<file path="src/rtl/tpg_multi.sv">
// Two-stage pipelined VGA test-pattern generator with eight frame-locked modes.
// Stage 1 resolves mode/scroll per pixel; stage 2 turns that into the colour.
module tpg_multi #(
   parameter int H_ACTIVE    = 640,
   parameter int V_ACTIVE    = 480,
   parameter int CNT_W       = 10,
   parameter int R_W         = 3,
   parameter int G_W         = 3,
   parameter int B_W         = 2,
   parameter int GRID_LOG2   = 5,
   parameter int CHK_LOG2    = 4,
   parameter int CELL_W      = 8,
   parameter int CELL_H      = 16,
   parameter int SCROLL_STEP = 2
) (
   input  logic                   clk_pix,
   input  logic                   resetn,
   input  logic [CNT_W-1:0]       hcount,
   input  logic [CNT_W-1:0]       vcount,
   input  logic                   de,
   input  logic                   hsync,
   input  logic                   vsync,
   input  logic [2:0]             mode,
   input  logic [R_W+G_W+B_W-1:0] solid_rgb,
   input  logic                   freeze,
   output logic [R_W-1:0]         rgb_r,
   output logic [G_W-1:0]         rgb_g,
   output logic [B_W-1:0]         rgb_b,
   output logic                   de_o,
   output logic                   hsync_o,
   output logic                   vsync_o,
   output logic [7:0]             frame_cnt
);

   localparam int RGB_W   = R_W + G_W + B_W;
   localparam int BAR_PX  = H_ACTIVE / 8;
   localparam int CELL_XB = $clog2(CELL_W);
   localparam int CELL_YB = $clog2(CELL_H);
   localparam logic [CNT_W:0] H_EXT    = (CNT_W+1)'(H_ACTIVE);
   localparam logic [CNT_W:0] STEP_EXT = (CNT_W+1)'(SCROLL_STEP);

   logic             fs;
   logic [2:0]       mode_eff;
   logic [2:0]       mode_q;
   logic [CNT_W-1:0] offset;
   logic [CNT_W-1:0] offset_act;
   logic [CNT_W-1:0] off_eff;
   logic [CNT_W-1:0] off_nxt;
   logic [CNT_W-1:0] x_scr;
   logic [CNT_W-1:0] x_bar;
   logic [CNT_W:0]   x_sum;
   logic [CNT_W:0]   off_sum;

   logic             de1;
   logic             hs1;
   logic             vs1;
   logic [2:0]       mode1;
   logic [CNT_W-1:0] x1;
   logic [CNT_W-1:0] y1;
   logic [CNT_W-1:0] xb1;
   logic [RGB_W-1:0] solid1;

   logic [CNT_W-1:0] bar_idx;
   logic [2:0]       bar_c;
   logic [2:0]       tri_c;
   logic             use_tri;
   logic             grid_hit;
   logic             chk_hit;
   logic             cell_x;
   logic             cell_y;
   logic [R_W-1:0]   r_n;
   logic [G_W-1:0]   g_n;
   logic [B_W-1:0]   b_n;

   function automatic int grad_level(input logic [CNT_W-1:0] x, input int w);
      int lvl;
      lvl = (int'(x) << w) / H_ACTIVE;
      if (lvl > (1 << w) - 1)
         lvl = (1 << w) - 1;
      return lvl;
   endfunction

   // The frame-start pixel already uses the newly selected mode, while the
   // scroll offset advanced at a frame start only takes effect one frame later.
   always_comb begin
      fs       = de && (hcount == '0) && (vcount == '0);
      mode_eff = fs ? mode : mode_q;
      off_eff  = fs ? offset : offset_act;
      x_sum    = {1'b0, hcount} + {1'b0, off_eff};
      x_scr    = (x_sum >= H_EXT) ? CNT_W'(x_sum - H_EXT) : x_sum[CNT_W-1:0];
      x_bar    = (mode_eff == 3'd5) ? x_scr : hcount;
      off_sum  = {1'b0, offset} + STEP_EXT;
      off_nxt  = (off_sum >= H_EXT) ? CNT_W'(off_sum - H_EXT) : off_sum[CNT_W-1:0];
   end

   always_ff @(posedge clk_pix) begin
      if (!resetn) begin
         mode_q     <= '0;
         offset     <= '0;
         offset_act <= '0;
         frame_cnt  <= '0;
         de1        <= 1'b0;
         hs1        <= 1'b0;
         vs1        <= 1'b0;
         mode1      <= '0;
         x1         <= '0;
         y1         <= '0;
         xb1        <= '0;
         solid1     <= '0;
      end else begin
         de1    <= de;
         hs1    <= hsync;
         vs1    <= vsync;
         mode1  <= mode_eff;
         x1     <= hcount;
         y1     <= vcount;
         xb1    <= x_bar;
         solid1 <= solid_rgb;
         if (fs) begin
            mode_q     <= mode;
            frame_cnt  <= frame_cnt + 8'd1;
            offset_act <= offset;
            if (!freeze)
               offset <= off_nxt;
         end
      end
   end

   // Most modes reduce to a one-bit-per-channel triple that is widened at the end.
   always_comb begin
      bar_idx  = xb1 / CNT_W'(BAR_PX);
      bar_c    = (bar_idx > CNT_W'(7)) ? 3'd0 : 3'd7 - bar_idx[2:0];
      grid_hit = (x1[GRID_LOG2-1:0] == '0) || (y1[GRID_LOG2-1:0] == '0) ||
                 (x1 == CNT_W'(H_ACTIVE-1)) || (y1 == CNT_W'(V_ACTIVE-1));
      chk_hit  = x1[CHK_LOG2] ^ y1[CHK_LOG2];
      cell_x   = (x1[CELL_XB-1:0] == '0);
      cell_y   = (y1[CELL_YB-1:0] == '0);
      tri_c    = 3'b000;
      use_tri  = 1'b1;
      r_n      = '0;
      g_n      = '0;
      b_n      = '0;
      case (mode1)
         3'd0, 3'd5: tri_c = bar_c;
         3'd1:       tri_c = grid_hit ? 3'b111 : 3'b000;
         3'd2:       tri_c = chk_hit ? 3'b111 : 3'b000;
         3'd3:       tri_c = (cell_x && cell_y) ? 3'b010 :
                             (cell_x || cell_y) ? 3'b001 : 3'b000;
         3'd4: begin
            use_tri = 1'b0;
            r_n     = R_W'(grad_level(x1, R_W));
            g_n     = G_W'(grad_level(x1, G_W));
            b_n     = B_W'(grad_level(x1, B_W));
         end
         3'd6: begin
            use_tri         = 1'b0;
            {r_n, g_n, b_n} = solid1;
         end
         default:    tri_c = 3'b000;
      endcase
      if (use_tri) begin
         r_n = {R_W{tri_c[2]}};
         g_n = {G_W{tri_c[1]}};
         b_n = {B_W{tri_c[0]}};
      end
      if (!de1) begin
         r_n = '0;
         g_n = '0;
         b_n = '0;
      end
   end

   always_ff @(posedge clk_pix) begin
      if (!resetn) begin
         rgb_r   <= '0;
         rgb_g   <= '0;
         rgb_b   <= '0;
         de_o    <= 1'b0;
         hsync_o <= 1'b0;
         vsync_o <= 1'b0;
      end else begin
         rgb_r   <= r_n;
         rgb_g   <= g_n;
         rgb_b   <= b_n;
         de_o    <= de1;
         hsync_o <= hs1;
         vsync_o <= vs1;
      end
   end

endmodule

</file>
<file path="config.mk">
export PLATFORM = sky130hd
export DESIGN_NAME = tpg_multi
export DESIGN_NICKNAME = d
export VERILOG_FILES = /design/src/rtl/tpg_multi.sv
export SDC_FILE = /design/constraint.sdc
export NUM_CORES = 1
export LEC_CHECK = 0
export ABC_AREA = 1
export CORE_MARGIN = 2
export CORE_UTILIZATION = 35
export DETAILED_ROUTE_END_ITERATION = 8
export DONT_BUFFER_PORTS = 1
export PLACE_DENSITY = 0.55
export SETUP_SLACK_MARGIN = 0.4
export SLEW_MARGIN = 20
export SYNTH_ARGS = -nofsm -noshare
export SYNTH_HDL_FRONTEND = slang
export SYNTH_SLANG_ARGS = --single-unit
</file>
<file path="constraint.sdc">
create_clock -name clk_pix -period 3.95 [get_ports clk_pix]
set_input_delay 0.395 -clock clk_pix [delete_from_list [all_inputs] [get_ports clk_pix]]
set_output_delay 0.395 -clock clk_pix [all_outputs]
set_load 0.01 [all_outputs]
</file>
Word-level counts from Yosys, hierarchy flattened

Index checks and enable logic that the tools add are counted.

Input port bits: 37
Memories: 0
Bits in writable memories: 0
Output and inout port bits: 19
Latch bits: 0
ROM bits: 0
Flip-flop bits (word level): 83

Muxes and demuxes: 19
Reduce and logical (&&, ||, !) cells: 18
Bitwise gates (word level): 2
Equality and inequality tests: 9
Add/sub/neg operators: 6
Divide/modulo/power cells: 3
Shift-type cells: 0
Multipliers: 0
Magnitude comparators: 5

Operators by type and width:

| cell                                                                 | count |
|---|---|
| 2-to-1 mux 10 bit                                                    | 4 |
| divider 13 x 11 -> 32 bit (second input constant)                    | 1 |
| divider 14 x 11 -> 32 bit (second input constant)                    | 1 |
| > comparator 32 x 3 -> 1 bit (second input constant)                 | 1 |
| > comparator 32 x 4 -> 1 bit (second input constant)                 | 1 |
| greater-or-equal comparator 11 x 10 -> 1 bit (second input constant) | 2 |
| 2-to-1 mux 3 bit                                                     | 7 |
| zero test 10 bit                                                     | 2 |
| subtractor 10 bit (second input constant)                            | 2 |
| equality test 3 bit (second input constant)                          | 4 |
| case mux 3 bit (2 select lines)                                      | 2 |
| case mux 3 bit (4 select lines)                                      | 1 |
| adder 10 x 10 -> 11 bit                                              | 1 |
| adder 10 x 2 -> 11 bit (second input constant)                       | 1 |
| divider 10 x 7 -> 10 bit (second input constant)                     | 1 |
| equality test 10 bit (second input constant)                         | 1 |
| equality test 10 x 9 -> 1 bit (second input constant)                | 1 |
| > comparator 10 x 3 -> 1 bit (second input constant)                 | 1 |
| zero test 5 bit                                                      | 2 |
| adder 8 x 1 -> 8 bit (second input constant)                         | 1 |
| equality test 3 x 2 -> 1 bit (second input constant)                 | 2 |
| zero test 3 bit                                                      | 2 |
| 2-to-1 mux 2 bit                                                     | 3 |
| zero test 4 bit                                                      | 1 |
| other kinds (10)                                                     | 17 |

Longest topological paths before layout

Gate-level depths: netlist of the first run.

Depth after elaboration: 8
Gate-level depth with buffers: 24
Depth with buffers taken out: 23

Worst setup path after synthesis of the first run

OpenSTA, ideal clock, no wires.

Kind: input-to-reg
Start point: input port hcount[2]
End point: register xb1[7]
Path buffers: 1
Cell stages on the path: 21
Arrival: 3.469 ns
Slack: 0.372 ns
Data required time: 3.841 ns
Cell sequence: or4_4 nor3_4 nand3_2 clkbuf_1 nand2_1 nand2_1 ha_1 a21oi_1 o21ai_0 nand4_1 nand2_1 or2_2 nand2_1 ha_1 inv_1 a21boi_0 nand2_1 nand2_1 nand3_1 nand2_1 inv_1

Word-level cells in the longest chain between the ends: 8
Elaborated cells on any way between the ends: 11

RTL lines:

| element                                                                                  | RTL line | RTL |
|---|---|---|
| start, declared                                                                          | 18       | `input logic [CNT_W-1:0] hcount,` |
| zero test 10 bit (*)                                                                     | 86       | `fs = de && (hcount == '0) && (vcount == '0);` |
| logical AND 1 bit (*) (2 in series)                                                      | 86       |  |
| 2-to-1 mux 10 bit (*)                                                                    | -        |  |
| via off_eff[3]                                                                           | 47       | `logic [CNT_W-1:0] off_eff;` |
| adder 10 x 10 -> 11 bit (*)                                                              | 89       | `x_sum = {1'b0, hcount} + {1'b0, off_eff};` |
| subtractor 10 bit / greater-or-equal comparator 11 x 10 -> 1 bit (equally long branches) | 90       | `x_scr = (x_sum >= H_EXT) ? CNT_W'(x_sum - H_EXT) : x_sum[CNT_W-1:0];` |
| 2-to-1 mux 10 bit (*)                                                                    | 90       |  |
| 2-to-1 mux 10 bit (*)                                                                    | 91       | `x_bar = (mode_eff == 3'd5) ? x_scr : hcount;` |
| end signal, assigned                                                                     | 117      | `xb1 <= x_bar;` |
| end, declared                                                                            | 60       | `logic [CNT_W-1:0] xb1;` |

The timed path passes the listed nets; every way through them passes the cells marked *.
A chain may end at the register's enable or synchronous reset.

Worst setup path after layout of the first run

Same ends and word-level chain as after synthesis.

==> flow_summary.html, run 1 <==
<table>
<tr><th>Metric</th><th>Value</th></tr>
<tr><th colspan="2">Synthesis</th></tr>
<tr><td>Fraction of the mapped netlist area in compound gates</td><td>12.8%</td></tr>
<tr><td>Largest area contributor in the synthesized netlist</td><td>sky130_fd_sc_hd__dfxtp_1</td></tr>
<tr><td>Simple-gate share of the synthesized area</td><td>30.1%</td></tr>
<tr><td>XOR/XNOR Fraction of Synth Area</td><td>3.12%</td></tr>
<tr><td>Fraction of post-synthesis cell area in the top cell type by area</td><td>37.1%</td></tr>
<tr><td>Dominant combinational cell family by area after synthesis</td><td>simple AND/OR/NAND/NOR gates</td></tr>
<tr><td>Multiplexer area fraction after synthesis</td><td>0%</td></tr>
<tr><td>Proportion of register bits with asynchronous set or reset after synthesis</td><td>0%</td></tr>
<tr><td>Top cell types by occurrence after synthesis</td><td>143 x sky130_fd_sc_hd__nand2_1, 108 x sky130_fd_sc_hd__inv_1, 78 x sky130_fd_sc_hd__dfxtp_1</td></tr>
<tr><td>Leading cell type by number of instances after synthesis</td><td>sky130_fd_sc_hd__nand2_1</td></tr>
<tr><td>Mapped Area</td><td>0.00421 sq mm</td></tr>
<tr><td>Count of flip-flops with a built-in enable after synthesis</td><td>0</td></tr>
<tr><td>Adder-cell share of the synthesized area</td><td>5.82%</td></tr>
<tr><td>Number of distinct standard cells referenced by the synthesized netlist</td><td>45</td></tr>
<tr><td>Post-synth top flop</td><td>sky130_fd_sc_hd__dfxtp_1</td></tr>
<tr><td>Number of instances in the synthesized netlist</td><td>601</td></tr>
<tr><td>Yosys warnings</td><td>0</td></tr>
<tr><td>Post-Synthesis Net Count</td><td>657</td></tr>
<tr><td>Flip-flop and latch count after synthesis</td><td>78</td></tr>
<tr><td>Register area share after synthesis</td><td>37.1%</td></tr>
<tr><td>Mapped Avg Cell Area</td><td>7.01 sq um</td></tr>
<tr><td>Synth top area cells</td><td>sky130_fd_sc_hd__dfxtp_1 37%, sky130_fd_sc_hd__nand2_1 13%, sky130_fd_sc_hd__inv_1 9.6%</td></tr>
<tr><th colspan="2">CTS</th></tr>
<tr><td>Buffers from clock root to sink, at most</td><td>2</td></tr>
<tr><td>Number of buffers created by CTS</td><td>9</td></tr>
<tr><td>CTS tree</td><td>done</td></tr>
<tr><td>Number of gates given a new drive strength after cts</td><td>0</td></tr>
<tr><td>Clock root buffer</td><td>sky130_fd_sc_hd__clkbuf_16</td></tr>
<tr><td>H-tree depth</td><td>3</td></tr>
<tr><td>Post-CTS clock slew at the launch and capture registers of the worst setup and hold paths</td><td>0.06 ns</td></tr>
<tr><td>Clock insertion delay at the later pin of the skew report</td><td>0.33 ns</td></tr>
<tr><td>Number of setup buffers added after CTS</td><td>0</td></tr>
<tr><td>Clock net sink count</td><td>78</td></tr>
<tr><td>Cts hold-fix bufs</td><td>0</td></tr>
<tr><th colspan="2">GRT</th></tr>
<tr><td>Largest net degree at the start of global routing</td><td>50</td></tr>
<tr><td>Number of antenna violations at the first check in global routing</td><td>0</td></tr>
<tr><td>Congestion Overflow GR</td><td>0</td></tr>
<tr><td>Total Routing Usage GR</td><td>15.7%</td></tr>
<tr><td>First-pass GRT wire length</td><td>16,000 um</td></tr>
<tr><td>Number of global-route vias before repair</td><td>3,625</td></tr>
<tr><th colspan="2">Routing</th></tr>
<tr><td>Vias per cell</td><td>4.83</td></tr>
<tr><td>Residual DRC count</td><td>0</td></tr>
<tr><td>Routed wire length per instance</td><td>12.4 um</td></tr>
<tr><td>1st-iter DRT viols</td><td>162</td></tr>
<tr><td>Vias after detailed routing</td><td>3,678</td></tr>
<tr><td>Post-Route WL</td><td>9410 um</td></tr>
<tr><td>Number of antenna-violating nets in the routed design</td><td>0</td></tr>
<tr><td>TritonRoute pass-1 iters</td><td>6</td></tr>
<tr><th colspan="2">Setup path</th></tr>
<tr><td>Worst reg2reg startpoint</td><td>offset[1]</td></tr>
<tr><td>Most numerous cell on the critical path</td><td>sky130_fd_sc_hd__nand2_1</td></tr>
<tr><td>CP startpoint kind</td><td>primary input</td></tr>
<tr><td>Delay contributed by the slowest stage of the critical path</td><td>0.52 ns</td></tr>
<tr><td>Required arrival time at the worst endpoint</td><td>4.19 ns</td></tr>
<tr><td>Worst setup EP type</td><td>register</td></tr>
<tr><td>R2r worst-path depth</td><td>18</td></tr>
<tr><td>Max stage delay cell, worst path</td><td>sky130_fd_sc_hd__or4_4</td></tr>
<tr><td>Crit path buf inv count</td><td>3</td></tr>
<tr><td>Register-to-register setup slack</td><td>1.15 ns</td></tr>
<tr><td>Critical Setup Path Class</td><td>in -&gt; reg</td></tr>
<tr><td>Data arrival time of the worst path</td><td>3.49 ns</td></tr>
<tr><td>Cell-by-cell trace of the critical path</td><td>or4_4 &gt; nor3_4 &gt; nand3_2 &gt; nand2_1 &gt; nand2_1 &gt; ha_1 &gt; a21oi_1 &gt; o21ai_0 &gt; buf_4 &gt; nand4_1 &gt; nand2_1 &gt; or2_2 &gt; nand2_1 &gt; ha_1 &gt; inv_1 &gt; a21boi_1 &gt; nand2_1 &gt; nand2_1 &gt; nand3_1 &gt; nand2_1 &gt; inv_1</td></tr>
<tr><td>Kind of cell adding the most delay to the critical path</td><td>simple AND/OR/NAND/NOR gates</td></tr>
<tr><td>Capture instance of the worst register-to-register path</td><td>xb1[7]</td></tr>
<tr><td>Crit-path max FO</td><td>7</td></tr>
<tr><th colspan="2">Pwr</th></tr>
<tr><td>Maximum resistive drop on vdd</td><td>0.193 mV</td></tr>
<tr><td>Internal</td><td>1.38 mW</td></tr>
<tr><td>Power density relative to cell area</td><td>387 mW/mm^2</td></tr>
<tr><td>Switching power of the nets</td><td>0.442 mW</td></tr>
<tr><td>Power share of the sequential group</td><td>45.3%</td></tr>
<tr><td>Clock Power Share</td><td>45.6%</td></tr>
<tr><td>Lkg Pwr</td><td>2.43 nW</td></tr>
<tr><td>Proportion of power drawn by combinational gates</td><td>9.1%</td></tr>
<tr><td>Final Total Pwr</td><td>1.82 mW</td></tr>
<tr><td>Switching fraction of total power</td><td>24.2%</td></tr>
<tr><th colspan="2">STA</th></tr>
<tr><td>Slew Viols, Final</td><td>0</td></tr>
<tr><td>Setup violations, final</td><td>0</td></tr>
<tr><td>Post-layout min period</td><td>3.25 ns</td></tr>
<tr><td>Fmax</td><td>0.308 GHz</td></tr>
<tr><td>Share of the clock period used by the worst path after layout</td><td>82.2%</td></tr>
<tr><td>Actual slew at the worst max-slew pin</td><td>0.843 ns</td></tr>
<tr><td>Clock skew after layout</td><td>0.00361 ns</td></tr>
<tr><td>Final setup slack of the worst path</td><td>0.701 ns</td></tr>
<tr><td>Unrepaired setup endpoints after global routing</td><td>no</td></tr>
<tr><td>Remaining max-slew budget at the tightest pin</td><td>43.3%</td></tr>
<tr><td>Setup tns final</td><td>0 ns</td></tr>
<tr><td>Final hold violation count</td><td>0</td></tr>
<tr><th colspan="2">Outcome</th></tr>
<tr><td>Outcome</td><td>completed</td></tr>
<tr><th colspan="2">Placement</th></tr>
<tr><td>Pre-CTS setup slack</td><td>0.189 ns</td></tr>
<tr><td>Half-perimeter wire length after placement</td><td>7340 um</td></tr>
<tr><td>Placer's final routability congestion estimate</td><td>0.845</td></tr>
<tr><td>Placed cell count</td><td>745</td></tr>
<tr><td>Number of buffer cells added on primary ports</td><td>0</td></tr>
<tr><th colspan="2">Floorplanning</th></tr>
<tr><td>Die footprint</td><td>0.0129 sq mm</td></tr>
<tr><td>Number of placement rows</td><td>40</td></tr>
<tr><td>I/O Pins</td><td>56</td></tr>
<tr><td>Chip width</td><td>114 um</td></tr>
<tr><td>Area of the core</td><td>0.0119 sq mm</td></tr>
<tr><td>Overall die height</td><td>114 um</td></tr>
<tr><td>Starting Density</td><td>35.5%</td></tr>
<tr><th colspan="2">Worst hold path</th></tr>
<tr><td>Worst hold path stage count</td><td>2</td></tr>
<tr><td>Worst Hold Path EP</td><td>x1[0]</td></tr>
<tr><td>Beginning of the worst hold path</td><td>hcount[0]</td></tr>
<tr><td>Type of the tightest min-delay check</td><td>in -&gt; reg</td></tr>
<tr><th colspan="2">Final layout</th></tr>
<tr><td>Area growth, synth to finish</td><td>12.0%</td></tr>
<tr><td>Post-Route Utilization</td><td>39.8%</td></tr>
<tr><td>Post-layout instance count excluding filler cells</td><td>761</td></tr>
<tr><td>Final layout net count</td><td>665</td></tr>
<tr><td>Antenna diode count</td><td>0</td></tr>
<tr><td>Layout cell share with drive strength beyond 1</td><td>8.63%</td></tr>
<tr><th colspan="2">Flow run</th></tr>
<tr><td>Maxcap violations</td><td>0</td></tr>
</table>
## layout by cell type, fill, tap and decap left out, types with 7 or more instances in the layout
cell and n:
sky130_fd_sc_hd__nor2_1 40, sky130_fd_sc_hd__o21ai_0 30, sky130_fd_sc_hd__inv_1 108, sky130_fd_sc_hd__clkbuf_16 9
sky130_fd_sc_hd__nand2_1 143, sky130_fd_sc_hd__nor3_1 14, sky130_fd_sc_hd__nand4_1 13, sky130_fd_sc_hd__nand3_1 26
sky130_fd_sc_hd__a21oi_1 42, sky130_fd_sc_hd__o21ai_1 7, sky130_fd_sc_hd__xor2_1 11, sky130_fd_sc_hd__dfxtp_1 78
sky130_fd_sc_hd__ha_1 18
## sequential cells by signal, summed over array words and instances, names as in the netlist
signal / flops
de1: 1
de_o: 1
frame_cnt: 8
hs1: 1
hsync_o: 1
mode1: 3
offset: 9
offset_act: 10
rgb_b: 2
rgb_g: 3
rgb_r: 3
solid1: 8
vs1: 1
vsync_o: 1
x1: 10
xb1: 6
y1: 10
## area by class of cell
cell class	count	area, sq um
repair buffers	6	45.0
clock buffers	10	239
flip-flops and latches	78	1560
clock inverters	6	71.3
inverters	114	428
fillers	1249	7140
well taps	147	184
multi-input cells	400	2190
## logic make-up after synthesis
group,after synthesis
buf+inv,123
flops,78
xor+xnor,15
compound gates,95
fa+ha+maj,19
simple gates,271
## per-stage QoR
stage | hold slack [ns] | cell area [sq um]
after global placement | 0.395 | 4400
after detailed placement | 0.406 | 4400
final | 0.152 | 4720
after global routing | 0.133 | 4720
after CTS | 0.133 | 4710
after floorplan | 0.390 | 4220
## worst max-delay path by stage
stage	from	cells after the start	slack (ns)	to
6_report	hcount[2]	21	0.70	xb1[7]
5_1_grt	hcount[2]	22	0.43	xb1[7]
4_1_cts	vcount[1]	21	0.53	xb1[7]
3_5_place_dp	vcount[1]	21	0.19	xb1[7]
3_3_place_gp	hcount[2]	20	0.34	xb1[7]
2_1_floorplan	hcount[2]	21	0.40	xb1[7]
## worst register-to-register path: cells and delay by family (launching register included)
family / cells / cell delay [ns]
compound gates: 3 / 0.60
buf+inv: 5 / 0.42
flops: 1 / 0.44
fa+ha+maj: 2 / 0.63
simple gates: 8 / 0.61
## layer usage
layer  track usage [%]  share of wire, %  vias to the layer above
li1                  -                 -                     1941
met1              17.2                44                     1645
met2              26.3                46                       71
met3              6.38               6.0                       21
met4              8.13               3.2                        0
met5                 0                 0                        -
## power groups by stage
| stage | clock network (mW) | logic (mW) | registers, mW |
|---|---|---|---|
| 2_1_floorplan | 0 | 0.141 | 0.841 |
| 3_3_place_gp | 0 | 0.162 | 0.844 |
| 3_5_place_dp | 0 | 0.166 | 0.844 |
| 4_1_cts | 0.860 | 0.167 | 0.827 |
| 5_1_grt | 0.894 | 0.195 | 0.829 |
| 6_report | 0.831 | 0.166 | 0.827 |
Power figures use the tool's default switching activity.
==> inputs of run 2 (changes only) <==
==> constraint.sdc (replaced) <==
create_clock -name clk_pix -period 3.2 [get_ports clk_pix]
set_input_delay 0.32 -clock clk_pix [delete_from_list [all_inputs] [get_ports clk_pix]]
set_output_delay 0.32 -clock clk_pix [all_outputs]
set_load 0.01 [all_outputs]
==> run 2 against run 1 <==
Largest power group is now registers. Critical path type unchanged. Via count up 4.5%. Hold slack worse by 0.073 ns. Final area up 11%.
==> flow_summary.html, run 2 (synthesis results as in run 1) <==
<table>
<tr><th>Metric</th><th>Value</th></tr>
<tr><th colspan="2">Outcome</th></tr>
<tr><td>Outcome</td><td>completed</td></tr>
<tr><th colspan="2">CTS</th></tr>
<tr><td>Clock insertion delay at the later pin of the skew report</td><td>0.34 ns (about the same)</td></tr>
<tr><td>CTS tree</td><td>done</td></tr>
<tr><td>H-tree depth</td><td>3 (unchanged)</td></tr>
<tr><td>Clock root buffer</td><td>sky130_fd_sc_hd__clkbuf_16</td></tr>
<tr><td>Number of buffers created by CTS</td><td>9 (unchanged)</td></tr>
<tr><td>Cts hold-fix bufs</td><td>0 (unchanged)</td></tr>
<tr><td>Post-CTS clock slew at the launch and capture registers of the worst setup and hold paths</td><td>0.06 ns (about the same)</td></tr>
<tr><td>Buffers from clock root to sink, at most</td><td>2 (unchanged)</td></tr>
<tr><td>Clock net sink count</td><td>78 (unchanged)</td></tr>
<tr><th colspan="2">Placement</th></tr>
<tr><td>Placer's final routability congestion estimate</td><td>0.825 (-2.3%)</td></tr>
<tr><td>Pre-CTS setup slack</td><td>-0.256 ns (-0.444 ns)</td></tr>
<tr><td>Half-perimeter wire length after placement</td><td>7950 um (+8.2%)</td></tr>
<tr><td>Number of buffer cells added on primary ports</td><td>0 (unchanged)</td></tr>
<tr><th colspan="2">Worst hold path</th></tr>
<tr><td>Type of the tightest min-delay check</td><td>in -&gt; reg</td></tr>
<tr><td>Beginning of the worst hold path</td><td>vcount[9]</td></tr>
<tr><td>Worst hold path stage count</td><td>2 (unchanged)</td></tr>
<tr><td>Worst Hold Path EP</td><td>y1[9]</td></tr>
<tr><th colspan="2">Setup path</th></tr>
<tr><td>Critical Setup Path Class</td><td>in -&gt; reg</td></tr>
<tr><td>Register-to-register setup slack</td><td>0.62 ns (-0.53 ns)</td></tr>
<tr><td>Crit-path max FO</td><td>6 (-1)</td></tr>
<tr><td>Data arrival time of the worst path</td><td>3.23 ns (-0.26 ns)</td></tr>
<tr><td>Worst reg2reg startpoint</td><td>offset[1]</td></tr>
<tr><td>Worst setup EP type</td><td>register</td></tr>
<tr><td>R2r worst-path depth</td><td>15 (-3)</td></tr>
<tr><td>CP startpoint kind</td><td>primary input</td></tr>
<tr><td>Capture instance of the worst register-to-register path</td><td>xb1[7]</td></tr>
<tr><td>Required arrival time at the worst endpoint</td><td>3.44 ns (-0.75 ns)</td></tr>
<tr><th colspan="2">Floorplanning</th></tr>
<tr><td>Die footprint</td><td>0.0129 sq mm (unchanged)</td></tr>
<tr><td>Number of placement rows</td><td>40 (unchanged)</td></tr>
<tr><td>Starting Density</td><td>35.5% (unchanged)</td></tr>
<tr><td>Chip width</td><td>114 um (unchanged)</td></tr>
<tr><td>Area of the core</td><td>0.0119 sq mm (unchanged)</td></tr>
<tr><td>Overall die height</td><td>114 um (unchanged)</td></tr>
<tr><td>I/O Pins</td><td>56 (unchanged)</td></tr>
<tr><th colspan="2">GRT</th></tr>
<tr><td>Number of global-route vias before repair</td><td>3,784 (+4.4%)</td></tr>
<tr><td>Congestion Overflow GR</td><td>0 (unchanged)</td></tr>
<tr><td>Number of antenna violations at the first check in global routing</td><td>0 (unchanged)</td></tr>
<tr><td>Largest net degree at the start of global routing</td><td>50 (unchanged)</td></tr>
<tr><td>First-pass GRT wire length</td><td>17,100 um (+7.0%)</td></tr>
<tr><td>Total Routing Usage GR</td><td>16.7% (+0.99 points)</td></tr>
<tr><th colspan="2">Routing</th></tr>
<tr><td>Detailed-routed wire length on met2</td><td>5450 um (+25%)</td></tr>
<tr><td>TritonRoute pass-1 iters</td><td>5 (-1)</td></tr>
<tr><td>Vias after detailed routing</td><td>3,843 (+4.5%)</td></tr>
<tr><td>Top Metal Used</td><td>met4</td></tr>
<tr><td>Number of antenna-violating nets in the routed design</td><td>0 (unchanged)</td></tr>
<tr><td>1st-iter DRT viols</td><td>134 (-17%)</td></tr>
<tr><td>Routed wire length per instance</td><td>12.5 um (+1.4%)</td></tr>
<tr><td>Post-Route WL</td><td>10,000 um (+6.6%)</td></tr>
<tr><td>Vias per cell</td><td>4.80 (-0.61%)</td></tr>
<tr><td>Routed wl met3</td><td>376 um (-33%)</td></tr>
<tr><td>Wire length on met1</td><td>4110 um (-1.7%)</td></tr>
<tr><td>Residual DRC count</td><td>0 (unchanged)</td></tr>
<tr><th colspan="2">STA</th></tr>
<tr><td>Fmax</td><td>0.334 GHz</td></tr>
<tr><td>Actual slew at the worst max-slew pin</td><td>0.801 ns (-0.0427 ns)</td></tr>
<tr><td>Share of the clock period used by the worst path after layout</td><td>93.4%</td></tr>
<tr><td>Final setup slack of the worst path</td><td>0.210 ns (-0.492 ns)</td></tr>
<tr><td>Final hold violation count</td><td>0 (unchanged)</td></tr>
<tr><td>Remaining max-slew budget at the tightest pin</td><td>46.2% (+2.9 points)</td></tr>
<tr><td>Slew Viols, Final</td><td>0 (unchanged)</td></tr>
<tr><td>Post-layout min period</td><td>2.99 ns</td></tr>
<tr><td>Hold slack</td><td>0.0790 ns (-0.0728 ns)</td></tr>
<tr><td>Unrepaired setup endpoints after global routing</td><td>yes</td></tr>
<tr><td>Setup violations, final</td><td>0 (unchanged)</td></tr>
<tr><td>Clock skew after layout</td><td>0.00728 ns (+0.00367 ns)</td></tr>
<tr><th colspan="2">Final layout</th></tr>
<tr><td>Layout cell share with drive strength beyond 1</td><td>19.8% (+11 points)</td></tr>
<tr><td>Final-layout fill cell count</td><td>1,199 (-4.0%)</td></tr>
<tr><td>Highest-count cells in the layout ignoring fill and taps</td><td>127 x sky130_fd_sc_hd__nand2_1, 107 x sky130_fd_sc_hd__inv_1, 78 x sky130_fd_sc_hd__dfxtp_1</td></tr>
<tr><td>Largest registers</td><td>offset_act x10, x1 x10, y1 x10</td></tr>
<tr><td>Final layout net count</td><td>704 (+5.9%)</td></tr>
<tr><td>Area growth, synth to finish</td><td>24.3%</td></tr>
<tr><td>Antenna diode count</td><td>0 (unchanged)</td></tr>
<tr><td>Most common cell after layout, fill and taps aside</td><td>sky130_fd_sc_hd__nand2_1</td></tr>
<tr><th colspan="2">Pwr</th></tr>
<tr><td>Power density relative to cell area</td><td>421 mW/mm^2 (+9.0%)</td></tr>
<tr><td>Final Total Pwr</td><td>2.21 mW (+21%)</td></tr>
<tr><td>Maximum resistive drop on vdd</td><td>0.278 mV (+44%)</td></tr>
<tr><td>Lkg Pwr</td><td>2.65 nW (+9.0%)</td></tr>
<tr><th colspan="2">Flow run</th></tr>
<tr><td>Maxcap violations</td><td>0 (unchanged)</td></tr>
</table>
[run 2: cell count changes in the layout (fill, tap and decap cells not counted), moves of 2 or more]
cell                       change
sky130_fd_sc_hd__nand2_4       +6
sky130_fd_sc_hd__o21ai_4       +2
sky130_fd_sc_hd__ha_1          -7
sky130_fd_sc_hd__a21oi_2       +5
sky130_fd_sc_hd__o21ai_0       -3
sky130_fd_sc_hd__buf_4        +38
sky130_fd_sc_hd__nand2_1      -16
sky130_fd_sc_hd__inv_6         +3
sky130_fd_sc_hd__ha_4          +7
sky130_fd_sc_hd__nand2_2      +10
sky130_fd_sc_hd__o21ai_2       +2
sky130_fd_sc_hd__clkinv_4      -3
sky130_fd_sc_hd__a21oi_1       -5
[run 2: layout make-up]
class / count / area [sq um] / area share (%)
Clock buffer: 11 / 243 / 4.64
Clock inverter: 5 / 38.8 / 0.741
Inverter: 114 / 430 / 8.22
Multi-Input combinational cell: 400 / 2440 / 46.5
Sequential cell: 78 / 1560 / 29.8
Tap cell: 147 / 184 / 3.51
Timing Repair Buffer: 45 / 342 / 6.52
[run 2: repair_timing]
action	4_1_cts	5_1_grt
setup endpoints to repair	3	11
gates resized for setup	17	12
pin swaps	14	4
buffers inserted	8	2
[run 2: how the worst max path moves through the flow]
stage,startpoint,to,slack (ns),cells past startpoint
after floorplan,hcount[5],xb1[8],-0.002,22
after global placement,hcount[5],xb1[8],-0.19,17
after detailed placement,hcount[5],xb1[8],-0.26,17
after CTS,hcount[5],xb1[7],0.26,22
after global routing,hcount[5],xb1[7],-0.008,22
final,hcount[5],xb1[7],0.21,22
[run 2: report_power, final]
part | internal, mW | leakage [nW] | switching [mW]
clock | 0.553 | 0.137 | 0.402
sequential | 1.00 | 0.640 | 0.0188
combinational | 0.0945 | 1.87 | 0.136
total | 1.65 | 2.65 | 0.557
[run 2: metrics by stage]
stage / TNS (ns) / util, % / cells / cell area [sq um]
final: 0 / 44.1 / 800 / 5240
after global routing: -0.00820 / 44.1 / 800 / 5240
after CTS: 0 / 43.6 / 798 / 5170
after detailed placement: -0.593 / 40.2 / 774 / 4770
after global placement: -0.396 / 40.2 / 774 / 4770
after floorplan: -0.00245 / - / 601 / 4380
[run 2: critical path, cell delays in order]
cell and delay, ns:
sky130_fd_sc_hd__or4_4 0.53, sky130_fd_sc_hd__nor3_4 0.18, sky130_fd_sc_hd__nand3_4 0.18, sky130_fd_sc_hd__buf_6 0.19
sky130_fd_sc_hd__nand2_4 0.07, sky130_fd_sc_hd__nand2_4 0.05, sky130_fd_sc_hd__ha_4 0.22, sky130_fd_sc_hd__a21oi_2 0.14
sky130_fd_sc_hd__o21ai_2 0.08, sky130_fd_sc_hd__buf_4 0.14, sky130_fd_sc_hd__nand4_1 0.06, sky130_fd_sc_hd__nand2_1 0.08
sky130_fd_sc_hd__or2_4 0.24, sky130_fd_sc_hd__nand2_4 0.08, sky130_fd_sc_hd__ha_4 0.14, sky130_fd_sc_hd__inv_1 0.04
sky130_fd_sc_hd__a21boi_2 0.18, sky130_fd_sc_hd__nand2_1 0.09, sky130_fd_sc_hd__nand2_1 0.06, sky130_fd_sc_hd__nand3_1 0.06
sky130_fd_sc_hd__nand2_1 0.06, sky130_fd_sc_hd__inv_1 0.04
[run 2: metal layers]
metal / vias up / track usage (%)
met1: 1776 / 18.0
met5: - / 0
li1: 2017 / -
met3: 9 / 4.94
met2: 41 / 31.8
met4: 0 / 4.31
